===== config.mk =====
export PLATFORM = sky130hd
export DESIGN_NAME = udp_port_switch_rr
export DESIGN_NICKNAME = d
export VERILOG_FILES = /design/src/rtl/udp_port_switch_rr.sv
export SDC_FILE = /design/constraint.sdc
export NUM_CORES = 1
export LEC_CHECK = 0
export ABC_AREA = 1
export CAP_MARGIN = 20
export CORE_AREA = 2 2 390 392
export CTS_CLUSTER_DIAMETER = 100
export CTS_CLUSTER_SIZE = 12
export DETAILED_ROUTE_END_ITERATION = 6
export DIE_AREA = 0 0 392 394
export GPL_TIMING_DRIVEN = 0
export SYNTH_ARGS = -nofsm -noshare
export SYNTH_HDL_FRONTEND = slang
export SYNTH_SLANG_ARGS = --single-unit

===== constraint.sdc =====
create_clock -name clk -period 5.7 [get_ports clk]
set_input_delay 0.57 -clock clk [delete_from_list [all_inputs] [get_ports clk]]
set_output_delay 0.57 -clock clk [all_outputs]
set_load 0.1 [all_outputs]

===== src/rtl/udp_port_switch_rr.sv =====
// udp_port_switch_rr: N-channel UDP header/payload switch with a round-robin TX mux and a port-table RX demux.
// Define UDP_PORT_SWITCH_STATS_EN to build the saturating drop_count statistics counter.
module udp_port_switch_rr #(
    parameter int PORT_COUNT = 4,
    parameter int DATA_WIDTH = 8,
    parameter logic [16*PORT_COUNT-1:0] DEFAULT_PORTS = {16'd1237, 16'd1236, 16'd1235, 16'd1234},
    localparam int IDXW = (PORT_COUNT > 1) ? $clog2(PORT_COUNT) : 1
) (
    input  logic                             clk,
    input  logic                             reset,
    input  logic [PORT_COUNT-1:0]            s_tx_hdr_valid,
    input  logic [PORT_COUNT*80-1:0]         s_tx_hdr_data,
    output logic [PORT_COUNT-1:0]            s_tx_hdr_ready,
    input  logic [PORT_COUNT*DATA_WIDTH-1:0] s_tx_tdata,
    input  logic [PORT_COUNT-1:0]            s_tx_tvalid,
    input  logic [PORT_COUNT-1:0]            s_tx_tlast,
    input  logic [PORT_COUNT-1:0]            s_tx_tuser,
    output logic [PORT_COUNT-1:0]            s_tx_tready,
    output logic                             m_tx_hdr_valid,
    output logic [79:0]                      m_tx_hdr_data,
    input  logic                             m_tx_hdr_ready,
    output logic [DATA_WIDTH-1:0]            m_tx_tdata,
    output logic                             m_tx_tvalid,
    output logic                             m_tx_tlast,
    output logic                             m_tx_tuser,
    input  logic                             m_tx_tready,
    input  logic                             s_rx_hdr_valid,
    input  logic [79:0]                      s_rx_hdr_data,
    output logic                             s_rx_hdr_ready,
    input  logic [DATA_WIDTH-1:0]            s_rx_tdata,
    input  logic                             s_rx_tvalid,
    input  logic                             s_rx_tlast,
    input  logic                             s_rx_tuser,
    output logic                             s_rx_tready,
    output logic [PORT_COUNT-1:0]            m_rx_hdr_valid,
    output logic [PORT_COUNT*80-1:0]         m_rx_hdr_data,
    input  logic [PORT_COUNT-1:0]            m_rx_hdr_ready,
    output logic [PORT_COUNT*DATA_WIDTH-1:0] m_rx_tdata,
    output logic [PORT_COUNT-1:0]            m_rx_tvalid,
    output logic [PORT_COUNT-1:0]            m_rx_tlast,
    output logic [PORT_COUNT-1:0]            m_rx_tuser,
    input  logic [PORT_COUNT-1:0]            m_rx_tready,
    input  logic                             cfg_we,
    input  logic [IDXW-1:0]                  cfg_idx,
    input  logic [15:0]                      cfg_port,
    input  logic                             cfg_en,
    output logic [31:0]                      drop_count
);

    typedef enum logic [1:0] {TX_IDLE = 2'd0, TX_HDR = 2'd1, TX_PAY = 2'd2} tx_state_t;
    typedef enum logic [2:0] {RX_IDLE = 3'd0, RX_LOOKUP = 3'd1, RX_HDR = 3'd2,
                              RX_PAY = 3'd3, RX_DROP = 3'd4} rx_state_t;

    tx_state_t             tx_state_q, tx_state_d;
    logic [IDXW-1:0]       grant_q, grant_d, ptr_q, ptr_d, tx_pick_s, tx_cand_s;
    logic                  tx_found_s;
    rx_state_t             rx_state_q, rx_state_d;
    logic [IDXW-1:0]       sel_q, sel_d, rx_match_s;
    logic                  rx_hit_s, rx_armed_q;
    logic [79:0]           rx_hdr_q, rx_hdr_d;
    logic [15:0]           port_q [PORT_COUNT];
    logic [15:0]           port_d [PORT_COUNT];
    logic [PORT_COUNT-1:0] en_q, en_d;

    // Round-robin scan: first requesting channel at ptr, ptr+1, ... wrapping at PORT_COUNT
    always_comb begin
        tx_found_s = 1'b0;
        tx_pick_s  = ptr_q;
        tx_cand_s  = ptr_q;
        for (int i = 0; i < PORT_COUNT; i++) begin
            tx_cand_s  = IDXW'((int'(ptr_q) + i) % PORT_COUNT);
            tx_pick_s  = (!tx_found_s && s_tx_hdr_valid[tx_cand_s]) ? tx_cand_s : tx_pick_s;
            tx_found_s = tx_found_s | s_tx_hdr_valid[tx_cand_s];
        end
    end

    // TX FSM: the grant is held from header through the payload tlast handshake
    always_comb begin
        tx_state_d     = tx_state_q;
        grant_d        = grant_q;
        ptr_d          = ptr_q;
        s_tx_hdr_ready = {PORT_COUNT{1'b0}};
        s_tx_tready    = {PORT_COUNT{1'b0}};
        m_tx_hdr_valid = 1'b0;
        m_tx_hdr_data  = 80'd0;
        m_tx_tdata     = {DATA_WIDTH{1'b0}};
        m_tx_tvalid    = 1'b0;
        m_tx_tlast     = 1'b0;
        m_tx_tuser     = 1'b0;
        case (tx_state_q)
            TX_IDLE: begin
                if (tx_found_s) begin
                    grant_d    = tx_pick_s;
                    tx_state_d = TX_HDR;
                end else begin
                    tx_state_d = TX_IDLE;
                end
            end
            TX_HDR: begin
                m_tx_hdr_valid          = s_tx_hdr_valid[grant_q];
                m_tx_hdr_data           = s_tx_hdr_data[int'(grant_q)*80 +: 80];
                s_tx_hdr_ready[grant_q] = m_tx_hdr_ready;
                if (m_tx_hdr_valid && m_tx_hdr_ready) begin
                    tx_state_d = TX_PAY;
                end else begin
                    tx_state_d = TX_HDR;
                end
            end
            TX_PAY: begin
                m_tx_tdata           = s_tx_tdata[int'(grant_q)*DATA_WIDTH +: DATA_WIDTH];
                m_tx_tvalid          = s_tx_tvalid[grant_q];
                m_tx_tlast           = s_tx_tlast[grant_q];
                m_tx_tuser           = s_tx_tuser[grant_q];
                s_tx_tready[grant_q] = m_tx_tready;
                if (m_tx_tvalid && m_tx_tready && m_tx_tlast) begin
                    tx_state_d = TX_IDLE;
                    ptr_d      = (int'(grant_q) == PORT_COUNT - 1) ? {IDXW{1'b0}} : grant_q + 1'b1;
                end else begin
                    tx_state_d = TX_PAY;
                end
            end
            default: tx_state_d = TX_IDLE;
        endcase
    end

    // Port-table match on the latched header; scanning downward lets the lowest index win
    always_comb begin
        rx_hit_s   = 1'b0;
        rx_match_s = {IDXW{1'b0}};
        for (int i = PORT_COUNT - 1; i >= 0; i--) begin
            rx_match_s = (en_q[i] && (port_q[i] == rx_hdr_q[31:16])) ? IDXW'(i) : rx_match_s;
            rx_hit_s   = rx_hit_s | (en_q[i] && (port_q[i] == rx_hdr_q[31:16]));
        end
    end

    // RX FSM: route is latched in sel_q so table writes never disturb an in-flight packet
    always_comb begin
        rx_state_d     = rx_state_q;
        sel_d          = sel_q;
        rx_hdr_d       = rx_hdr_q;
        s_rx_hdr_ready = 1'b0;
        s_rx_tready    = 1'b0;
        m_rx_hdr_valid = {PORT_COUNT{1'b0}};
        m_rx_tvalid    = {PORT_COUNT{1'b0}};
        case (rx_state_q)
            RX_IDLE: begin
                s_rx_hdr_ready = rx_armed_q;
                if (rx_armed_q && s_rx_hdr_valid) begin
                    rx_hdr_d   = s_rx_hdr_data;
                    rx_state_d = RX_LOOKUP;
                end else begin
                    rx_state_d = RX_IDLE;
                end
            end
            RX_LOOKUP: begin
                if (rx_hit_s) begin
                    sel_d      = rx_match_s;
                    rx_state_d = RX_HDR;
                end else begin
                    rx_state_d = RX_DROP;
                end
            end
            RX_HDR: begin
                m_rx_hdr_valid[sel_q] = 1'b1;
                if (m_rx_hdr_ready[sel_q]) begin
                    rx_state_d = RX_PAY;
                end else begin
                    rx_state_d = RX_HDR;
                end
            end
            RX_PAY: begin
                m_rx_tvalid[sel_q] = s_rx_tvalid;
                s_rx_tready        = m_rx_tready[sel_q];
                if (s_rx_tvalid && m_rx_tready[sel_q] && s_rx_tlast) begin
                    rx_state_d = RX_IDLE;
                end else begin
                    rx_state_d = RX_PAY;
                end
            end
            RX_DROP: begin
                s_rx_tready = 1'b1;
                if (s_rx_tvalid && s_rx_tlast) begin
                    rx_state_d = RX_IDLE;
                end else begin
                    rx_state_d = RX_DROP;
                end
            end
            default: rx_state_d = RX_IDLE;
        endcase
    end

    assign m_rx_hdr_data = {PORT_COUNT{rx_hdr_q}};
    assign m_rx_tdata    = {PORT_COUNT{s_rx_tdata}};
    assign m_rx_tlast    = {PORT_COUNT{s_rx_tlast}};
    assign m_rx_tuser    = {PORT_COUNT{s_rx_tuser}};

    // Port-table write port; out-of-range indices are discarded
    always_comb begin
        port_d = port_q;
        en_d   = en_q;
        if (cfg_we && (int'(cfg_idx) < PORT_COUNT)) begin
            port_d[cfg_idx] = cfg_port;
            en_d[cfg_idx]   = cfg_en;
        end else begin
            en_d = en_q;
        end
    end

    // State registers; rx_armed_q keeps s_rx_hdr_ready low while reset is asserted
    always_ff @(posedge clk or posedge reset) begin
        if (reset) begin
            tx_state_q <= TX_IDLE;
            grant_q    <= {IDXW{1'b0}};
            ptr_q      <= {IDXW{1'b0}};
            rx_state_q <= RX_IDLE;
            sel_q      <= {IDXW{1'b0}};
            rx_hdr_q   <= 80'd0;
            rx_armed_q <= 1'b0;
            en_q       <= {PORT_COUNT{1'b1}};
            for (int i = 0; i < PORT_COUNT; i++) begin
                port_q[i] <= DEFAULT_PORTS[16*i +: 16];
            end
        end else begin
            tx_state_q <= tx_state_d;
            grant_q    <= grant_d;
            ptr_q      <= ptr_d;
            rx_state_q <= rx_state_d;
            sel_q      <= sel_d;
            rx_hdr_q   <= rx_hdr_d;
            rx_armed_q <= 1'b1;
            en_q       <= en_d;
            port_q     <= port_d;
        end
    end

`ifdef UDP_PORT_SWITCH_STATS_EN
    logic [31:0] drop_q, drop_d;

    // Saturating count of packets that matched no enabled entry
    always_comb begin
        if ((rx_state_q == RX_LOOKUP) && !rx_hit_s && (drop_q != 32'hFFFF_FFFF)) begin
            drop_d = drop_q + 32'd1;
        end else begin
            drop_d = drop_q;
        end
    end

    // Drop counter register
    always_ff @(posedge clk or posedge reset) begin
        if (reset) begin
            drop_q <= 32'd0;
        end else begin
            drop_q <= drop_d;
        end
    end

    assign drop_count = drop_q;
`else
    assign drop_count = 32'd0;
`endif

endmodule


[Word level (Yosys, flattened, before mapping)]
Index checks and enable logic that the tools add are counted.
Word-level totals
  register bits: 160
  bits in latches: 0
  memory bits (writable): 0
  memory bits (read-only): 0
  input port bits: 492
  output and inout port bits: 502
  memories kept: 0
Operators by class
  $add $sub $neg: 4
  $mul: 1
  div/mod/pow operators: 0
  $lt $le $gt $ge: 12
  equality and inequality tests: 11
  shifts and indexed selects: 2
  multiplexer cells: 60
  bitwise operators: 10
  reductions and logical operators: 27
Operators with widths (number)
  $shiftx 320x10->80: 1
  $mux 80: 1
  $bwmux 64: 1
  $eq 16x16->1: 4
  $demux 16 s2: 1
  $shiftx 32x6->8: 1
  $mux 2: 11
  $lt 2x3->1 const B: 7
  $mux 1: 21
  $bmux 1 s2: 10
  $logic_and 1x1->1: 18
  $mux 16: 1
  $mux 4: 4
  $pmux 3 s5: 1
  $and 4x4->4: 3
  $mux 8: 1
  $reduce_and 2->1: 4
  $demux 1 s2: 3
  $eq 3x2->1 const B: 2
  $ge 2x1->1 const B: 3
  $mux 3: 2
  $or 1x1->1: 6
  $pmux 2 s3: 1
  $mul 2x3->5 const B: 1
  other kinds (14): 19

[Logic depth before layout (Yosys ltp)]
Gate-level depths: netlist of run 1.
  depth in word-level cells: 8
  depth in mapped cells: 13
  depth with buffers taken out: 12

[Worst setup path after synthesis of run 1]
Ideal clock, no wire load.
  path type: reg2out
  from: register grant_q[0]
  to: output m_tx_hdr_data[70]
  arrival time: 2720 ps
  required time: 5130 ps
  slack: 2410 ps
  stages on the path, launching flop included: 8
  buffers on the path: 4
  cells stage by stage: dfrtp_1 buf_2 inv_2 buf_4 clkbuf_1 buf_2 o21ai_0 a21oi_1
Between the ends
  cells in the longest elaborated chain, start to end: 3
Ends and longest elaborated chain
  from (decl): line 55  | logic [IDXW-1:0] grant_q, grant_d, ptr_q, ptr_d, tx_pick_s, tx_cand_s;
  from (signal assigned): line 213  | grant_q <= {IDXW{1'b0}};
  from (signal assigned): line 225  | grant_q <= grant_d;
  $mul 2x3->5: line 101  | m_tx_hdr_data = s_tx_hdr_data[int'(grant_q)*80 +: 80];
  $shiftx 320x10->80: line 101
  $mux 80: line 90  | case (tx_state_q)
  to (decl): line 20  | output logic [79:0] m_tx_hdr_data,
No other way between the ends.

[Worst setup path after layout of run 1]
  from: register grant_q[0]
  to: output m_tx_hdr_data[71]
Same word-level chain as after synthesis.

==> impl_results.md, run 1 <==
- Final setup vio count: 0
- Adder-Cell Fraction of Synth Area: 0.373%
- Dpl hpwl: 88300 µm
- Post-synth EDFFs: 0
- Layout cells sized above 1: 16.2%
- Crit end category: primary output
- Final GP Congestion: 0.921
- Hold Buf Count CTS: 0
- DRT Pass-1 Iters: 6
- Largest net degree at the start of global routing: 98
- Total Wirelength: 100000 µm
- Synth cell types: 37
- Die extent in y: 394 µm
- Final worst path period share: 96.9%
- Startpoint Class: flop
- Post-route ant nets: 0
- Residual DRC count: 0
- Iteration-0 DRC Markers: 1135
- TritonCTS clock tree: yes
- CTS Buf Count: 17
- WHS: 485 ps
- Post-Syn Area: 13400 µm²
- Full die area: 154000 µm²
- Critical Path RT: 5130 ps
- Worst Reg2Reg Path Length in Cells: 8
- Slew HR: 10.1%
- Min Tclk post-route: 5520 ps
- Vias in the first global route: 15900
- Delay-heaviest family, CP: buffers and inverters
- Crit path max-delay cell type: clkdlybuf4s50_1
- Global-route wire length before repair: 130000 µm
- CP Max Fanout: 10
- Clk Latency, worst-skew pair: 510 ps
- Worst path bufs/invs: 5
- FP Rows: 143
- Post-CTS setup buffers: 0
- Average vias per placed instance: 3.35
- Max_cap viols: 0
- CORE AREA: 151000 µm²
- Fin. Hold Viols: 0
- Die W: 392 µm
- Finished Core Util: 17.6%
- Max H-tree Level: 4
- Max-slew violations: 0
- Synth Area in XOR/XNOR: 0.915%
- Fin nets: 3515
- Antenna violations before repair: 37
- HP Class: reg2reg
- Status: finished, final reports clean
- Top library cells by usage in the layout, fill and taps aside: 948 x clkdlybuf4s50_1, 464 x nor2_1, 314 x buf_4
- Syn Inst Count: 2002
- Placed Instances: 5030
- Total congestion overflow: 0
- Setup CP Type: reg2out
- Worst EP arrival: 4950 ps
- Crit path depth: 7
- Clk_skew: 27.4 ps
- CTS sink count: 160
- Initial Util: 8.90%
- Clk pin slew, worst setup/hold paths: 80 ps
- RSZ-0062 raised after global routing: no
- Maximum buffer depth of the clock tree: 2
- CP dominant cell by count: clkbuf_1
- Syn_area_per_cell: 6.70 µm²
- Vias: 17000
- Crit-path max cell delay: 1170 ps
- Max Clock Freq: 181 MHz
- Proportion of synthesized area in mux cells: 5.38%
- Simple-Gate Fraction of Synth Area: 24.1%
- Compound-cell area share of the yosys netlist: 15.0%
- Async SR Flop Fraction: 100%
- Largest family of logic cells by synthesized area: buffers and inverters
- Fin cells: 5068
- Worst-margin pin slew: 1350 ps
- Pre-CTS WS: 596 ps
- Final WS setup: 178 ps
- Main flop type after synthesis: dfrtp_1
- WL/cell: 19.8 µm
- Crit-path cells: buf_2 > inv_2 > clkbuf_1 > clkbuf_1 > o21ai_0 > a21oi_1 > clkdlybuf4s50_1
- Hold Path Depth: 2
- Port Buf Inserts: 952
- I/O Pins: 994
- Clk root buf: clkbuf_16
- Register area share after synthesis: 30.1%
- Synth Warn #: 0
- Area added between synthesis and finish: 97.4%
- Yosys reg bits: 160
- GRT Total Usage: 12.3%
- Most common cell after layout, fill and taps aside: clkdlybuf4s50_1
layout make-up:
cell class                      count  area (µm²)
Timing Repair Buffer              967        9760
Fill cell                       17200      124000
Clock buffer                       17         425
Multi-Input combinational cell   1337        6260
Inverter                          129         492
Tap cell                         2030        2540
Buffer                            407        2750
Clock inverter                     15         196
Antenna cell                        6        15.0
Sequential cell                   160        4040
worst reg2reg max path, stage by stage, from the launching register on:
cell	delay (ps)
dfrtp_1	430
buf_2	260
inv_2	130
buf_4	270
clkbuf_1	500
buf_2	480
ha_1	340
nor2_1	100
a21oi_1	50
final timing paths:
kind                                  from                 to  slack [ps]
worst max-delay path            grant_q[0]  m_tx_hdr_data[71]         180
worst min-delay path             port_q[9]          port_q[9]         480
worst max register to register  grant_q[0]           ptr_q[1]        3030
worst min register to register   port_q[9]          port_q[9]         480
max in group asynchronous            reset       rx_hdr_q[38]        4200
min in group asynchronous            reset           ptr_q[1]         490
cells in the mapped netlist (4+ instances only):
cell type / count / area share, %
o21ai_1: 4 / 0.15
ha_1: 4 / 0.37
clkbuf_1: 59 / 1.7
nor2_1: 464 / 13
buf_4: 313 / 18
mux2_2: 64 / 5.4
nand4_1: 8 / 0.37
dfstp_2: 26 / 5.1
dfrtp_1: 134 / 25
buf_1: 6 / 0.17
nand3_1: 37 / 1.4
buf_2: 26 / 0.97
o21ai_0: 270 / 10
xnor2_1: 11 / 0.72
nand2_1: 295 / 8.3
nor3_1: 9 / 0.34
a21oi_1: 110 / 4.1
inv_1: 127 / 3.6
sequential cells by signal, summed over array words and instances (netlist names):
name / cells
sel_q: 2
en_q: 4
rx_state_q: 3
rx_hdr_q: 80
rx_armed_q: 1
port_q: 64
grant_q: 2
tx_state_q: 2
ptr_q: 2
routing by layer:
layer / track usage, % / part of all wire [%]
met1: 16.1 / 44
met4: 3.28 / 2.2
met2: 19.6 / 45
met5: 0 / 0.21
met3: 3.55 / 8.7
stage by stage:
step / area, µm² / setup TNS [ps]
after CTS: 26500 / 0
after detailed placement: 25800 / 0
after global placement: 25600 / -314300
after floorplan: 13500 / 0
after global routing: 26500 / 0
final: 26500 / 0
cells by family (layout without fill, tap and decap cells):
logic type	after synthesis	in the layout
multiplexers	64	64
adder cells (fa/ha/maj)	4	4
flip-flops	160	160
XOR/XNOR	14	14
AO/OA/AOI/OAI	396	396
AND/OR/NAND/NOR	826	826
buffers and inverters	536	1535
other	2	39
what timing repair did:
action | 4_1_cts | 5_1_grt
gates resized for setup | 1 | 0
endpoints found under the setup margin | 1 | 0
endpoints found under the hold margin | 0 | 0
Power of run 1 is not shown: default switching activity piles up to over one toggle a cycle in this logic, so the estimate is an artifact.
==> inputs of run 2 (changes only) <==
--- a/config.mk
+++ b/config.mk
@@ -7,12 +7,13 @@
 export LEC_CHECK = 0
 export ABC_AREA = 1
 export CAP_MARGIN = 20
-export CORE_AREA = 2 2 390 392
+export CORE_AREA = 2 2 384 386
 export CTS_CLUSTER_DIAMETER = 100
 export CTS_CLUSTER_SIZE = 12
 export DETAILED_ROUTE_END_ITERATION = 6
-export DIE_AREA = 0 0 392 394
+export DIE_AREA = 0 0 386 388
 export GPL_TIMING_DRIVEN = 0
+export RECOVER_POWER = 100
 export SYNTH_ARGS = -nofsm -noshare
 export SYNTH_HDL_FRONTEND = slang
 export SYNTH_SLANG_ARGS = --single-unit
==> constraint.sdc (replaced) <==
create_clock -name clk -period 4.7 [get_ports clk]
set_input_delay 0.47 -clock clk [delete_from_list [all_inputs] [get_ports clk]]
set_output_delay 0.47 -clock clk [all_outputs]
set_load 0.1 [all_outputs]
==> run 2 against run 1 <==
The run now ends with max-capacitance violations, max-slew violations left. Clock-buffer cell count increased by 1. Core utilization increased by 0.12 points. Sequential share of layout area increased by 0.46 points. Cell count decreased by 2.2%. First-iteration DRC count increased by 7.8%. Setup slack improved by 12 ps. Non-clock buffer count decreased by 7. Highest routed layer unchanged.
==> impl_results.md, run 2 (synthesis results as in run 1) <==
- Worst R2R Start: rx_state_q[0]
- Area added between synthesis and finish: 91.6%
- Vias: 17100
- CTS Buf Count: 17
- Layout cells sized above 1: 16.0%
- Met3 routed WL: 9450 µm
- Initial Util: 9.23%
- Worst EP arrival: 4040 ps
- Max H-tree Level: 4
- CTS sink count: 160
- TritonCTS clock tree: yes
- Max reg flops: 80
- Average vias per placed instance: 3.46
- Worst-margin pin slew: 2210 ps
- FP Rows: 140
- Fin nets: 3508
- Hold Buf Count CTS: 0
- Clk root buf: clkbuf_16
- Total congestion overflow: 0
- RSZ-0062 raised after global routing: no
- Top layer in use: met5
- Min Tclk post-route: 4510 ps
- Fin. Hold Viols: 0
- Dpl hpwl: 87600 µm
- Slew HR: -47.4%
- HP Class: reg2reg
- Crit end category: primary output
- Global-route wire length before repair: 130000 µm
- Critical Path RT: 4230 ps
- Violated checks: max-capacitance violations, max-slew violations
- Maximum buffer depth of the clock tree: 2
- Die extent in y: 388 µm
- Most common cell after layout, fill and taps aside: clkdlybuf4s50_1
- Worst Reg2Reg Path Length in Cells: 7
- Finished Core Util: 17.7%
- Clk Latency, worst-skew pair: 500 ps
- R2R Setup Slk: 1650 ps
- Reg-to-reg endpoint: rx_hdr_q[24]
- WL/cell: 19.9 µm
- Final setup vio count: 0
- Setup CP Type: reg2out
- Max-slew violations: 37
- Wire length on met2: 44100 µm
- Startpoint Class: flop
- Final GP Congestion: 0.943
- Antenna violations before repair: 33
- Largest net degree at the start of global routing: 40
- CORE AREA: 145000 µm²
- Max Clock Freq: 222 MHz
- Iteration-0 DRC Markers: 1224
- Full die area: 150000 µm²
- Crit path to: m_tx_hdr_data[65]
- Post-route ant nets: 0
- CP Max Fanout: 11
- I/O Pins: 994
- Top library cells by usage in the layout, fill and taps aside: 481 x clkdlybuf4s50_1, 464 x nor2_1, 378 x dlygate4sd3_1
- Total Wirelength: 98700 µm
- Max_cap viols: 2
- Clk_skew: 28.8 ps
- Status: finished with violations
- Vias in the first global route: 16200
- Reg with most FFs: rx_hdr_q
- Worst Setup SP: grant_q[0]
- GRT Total Usage: 12.5%
- DRT met1 WL: 42600 µm
- Port Buf Inserts: 952
- Regs by FF count: rx_hdr_q x80, port_q x64, en_q x4
- Die W: 386 µm
- Final worst path period share: 96.0%
- DRT Pass-1 Iters: 5
- Clk pin slew, worst setup/hold paths: 80 ps
- Residual DRC count: 0
-- run 2: changes by cell type in the layout (fill, tap and decap cells not counted), moves of 8 or more --
cell / change
buf_2: -9
clkbuf_2: +8
clkdlybuf4s50_1: -467
diode_2: +8
dlygate4sd3_1: +378
clkbuf_1: +80
-- run 2: through the flow --
stage | hold WS, ps | worst slack [ps] | setup TNS, ps | std cells | cell area [µm²]
2_1_floorplan | 453 | 1510 | 0 | 2033 | 13500
6_report | 496 | 190 | 0 | 4956 | 25700
3_3_place_gp | 471 | -22.5 | -56.6 | 4902 | 25500
5_1_grt | 514 | 5.25 | 0 | 4947 | 25700
4_1_cts | 421 | 1.61 | 0 | 4942 | 26200
3_5_place_dp | 476 | 75.9 | 0 | 4911 | 25600
-- run 2: how the worst min path moves through the flow --
stage                     from            to  slack, ps  cells after the start
floorplan           port_q[16]    port_q[16]        450                      2
global placement     port_q[9]     port_q[9]        470                      2
detailed placement  port_q[16]    port_q[16]        480                      2
CTS                      reset  rx_hdr_q[74]        420                      2
global route         port_q[9]     port_q[9]        510                      2
finish              port_q[16]    port_q[16]        500                      2
-- run 2: what timing repair did --
item / CTS / global route
hold endpoints to repair: 0 / 0
resized for setup: 70 / 48
setup endpoints to repair: 82 / 42
buffers inserted: 0 / 0
-- run 2: layout make-up --
cell class / instances / area (µm²)
well taps: 1917 / 2400
clock inverters: 14 / 164
flip-flops and latches: 160 / 4040
fillers: 16600 / 120000
multi-input cells: 1337 / 6260
inverters: 129 / 485
diodes: 14 / 35.0
repair buffers: 961 / 9140
plain buffers: 406 / 2740
clock buffers: 18 / 429
-- run 2: critical path, cell delays in order, from the launching register on --
cell and delay, ps:
dfrtp_1 440, buf_2 280, inv_2 120, clkdlybuf4s15_1 740, clkbuf_1 530, o21ai_0 260
a21oi_1 240, clkdlybuf4s15_1 880
-- run 2: layer usage --
metal / global-route usage, % / up-vias
met3: 3.40 / 112
met2: 19.9 / 883
li1: - / 8069
met5: 0 / -
met4: 3.54 / 14
met1: 16.5 / 8062
Power of run 2 is left out for the same reason.
==> inputs of run 3 (changes only) <==
--- a/config.mk
+++ b/config.mk
@@ -14,6 +14,8 @@
 export DIE_AREA = 0 0 386 388
 export GPL_TIMING_DRIVEN = 0
 export RECOVER_POWER = 100
+export SKIP_LAST_GASP = 1
+export SLEW_MARGIN = 30
 export SYNTH_ARGS = -nofsm -noshare
 export SYNTH_HDL_FRONTEND = slang
 export SYNTH_SLANG_ARGS = --single-unit
==> run 3 against run 2 <==
The flow still finishes with violations (max-capacitance violations, max-slew violations). Wire length decreased by 0.27%. First-iteration DRC count up 1.9%. Sequential share of layout area barely moved. Highest routed layer unchanged. Global-route usage is essentially flat. Core utilization about the same. Register-to-register slack improved by 180 ps. Design area grew 0.20%. Setup slack better by 41 ps.
==> impl_results.md, run 3 (synthesis results as in run 1) <==
- Residual DRC count: 0
- Final GP Congestion: 0.943
- Reg with most FFs: rx_hdr_q
- Die W: 386 µm
- Post-CTS setup buffers: 0
- Max_cap viols: 2
- Crit end category: primary output
- Initial Util: 9.23%
- Finished Core Util: 17.7%
- Die extent in y: 388 µm
- Status: finished with violations
- Final WS setup: 231 ps
- Post-route ant nets: 0
- Startpoint Class: flop
- Max H-tree Level: 4
- Total Wirelength: 98400 µm
- Max Clock Freq: 224 MHz
- Violated checks: max-capacitance violations, max-slew violations
- Average vias per placed instance: 3.44
- Pre-CTS WS: 72.2 ps
- Clk root buf: clkbuf_16
- FP Rows: 140
- GRT Total Usage: 12.5%
- CORE AREA: 145000 µm²
- Fin nets: 3506
- Antenna violations before repair: 41
- Clk pin slew, worst setup/hold paths: 90 ps
- HP Class: reg2reg
- Most common cell after layout, fill and taps aside: clkdlybuf4s50_1
- Layout cells sized above 1: 16.2%
- Port Buf Inserts: 952
- CTS sink count: 160
- CP Max Fanout: 11
- Worst EP arrival: 4000 ps
- Min Tclk post-route: 4470 ps
- Global-route wire length before repair: 130000 µm
- Final setup vio count: 0
- Placed Area: 25500 µm²
- Vias in the first global route: 16200
- Max reg flops: 80
- Worst-margin pin slew: 1560 ps
- Slew HR: -4.00%
- Hold Buf Count CTS: 0
- DRT Pass-1 Iters: 5
- Full die area: 150000 µm²
- Total congestion overflow: 0
- CTS Buf Count: 17
- Post-route cell area: 25700 µm²
- Iteration-0 DRC Markers: 1247
- Clk Latency, worst-skew pair: 500 ps
- WL/cell: 19.9 µm
- Largest net degree at the start of global routing: 31
- Setup CP Type: reg2out
- TritonCTS clock tree: yes
- Clk_skew: 19.1 ps
- Dpl hpwl: 87600 µm
- Final worst path period share: 95.1%
- I/O Pins: 994
- Fin. Hold Viols: 0
- Area added between synthesis and finish: 92.0%
- Regs by FF count: rx_hdr_q x80, port_q x64, en_q x4
- Maximum buffer depth of the clock tree: 2
- Post_cts resized: 66
- Vias: 17000
- Max-slew violations: 54
- Top library cells by usage in the layout, fill and taps aside: 480 x clkdlybuf4s50_1, 464 x nor2_1, 363 x dlygate4sd3_1
- Critical Path RT: 4230 ps
-- run 3: routing by layer --
layer	share of wire, %	vias to the layer above	track usage, %
met5	0.066	-	0
met4	2.1	12	3.40
met3	9.9	86	3.24
met2	45	888	20.1
met1	43	7973	16.5
li1	-	8069	-
-- run 3: stage by stage --
stage	hold slack [ps]	cells	setup TNS, ps
2_1_floorplan	453	2033	0
3_3_place_gp	471	4902	-56.6
3_5_place_dp	478	4909	0
4_1_cts	301	4940	0
5_1_grt	514	4942	-4.99
6_report	494	4950	0
-- run 3: worst paths after layout --
path	startpoint	to	slack (ps)	depth (start not counted)
max in group asynchronous	reset	port_q[6]	650	6
min in group asynchronous	reset	rx_hdr_q[71]	550	2
worst max register to register	rx_state_q[0]	rx_hdr_q[22]	1830	8
worst min register to register	port_q[16]	port_q[16]	490	2
worst max-delay path	grant_q[1]	m_tx_hdr_data[75]	230	7
worst min-delay path	port_q[16]	port_q[16]	490	2
-- run 3: layout make-up --
type	count	area (µm²)
timing repair buffer	959	9180
multi-input combinational	1337	6260
antenna	10	25.0
fill	16600	119000
clock buffer	17	425
tap	1917	2400
inverter	129	485
clock inverter	15	194
sequential	160	4040
buffer	406	2740
-- run 3: worst max-delay path, cell delays in order (launching register included) --
cell and delay [ps]:
dfrtp_1 790, inv_1 170, clkbuf_2 400, clkbuf_1 450
nor2_1 180, o21ai_0 320, a21oi_1 260, dlygate4sd2_1 890
Power of run 3 is left out for the same reason.
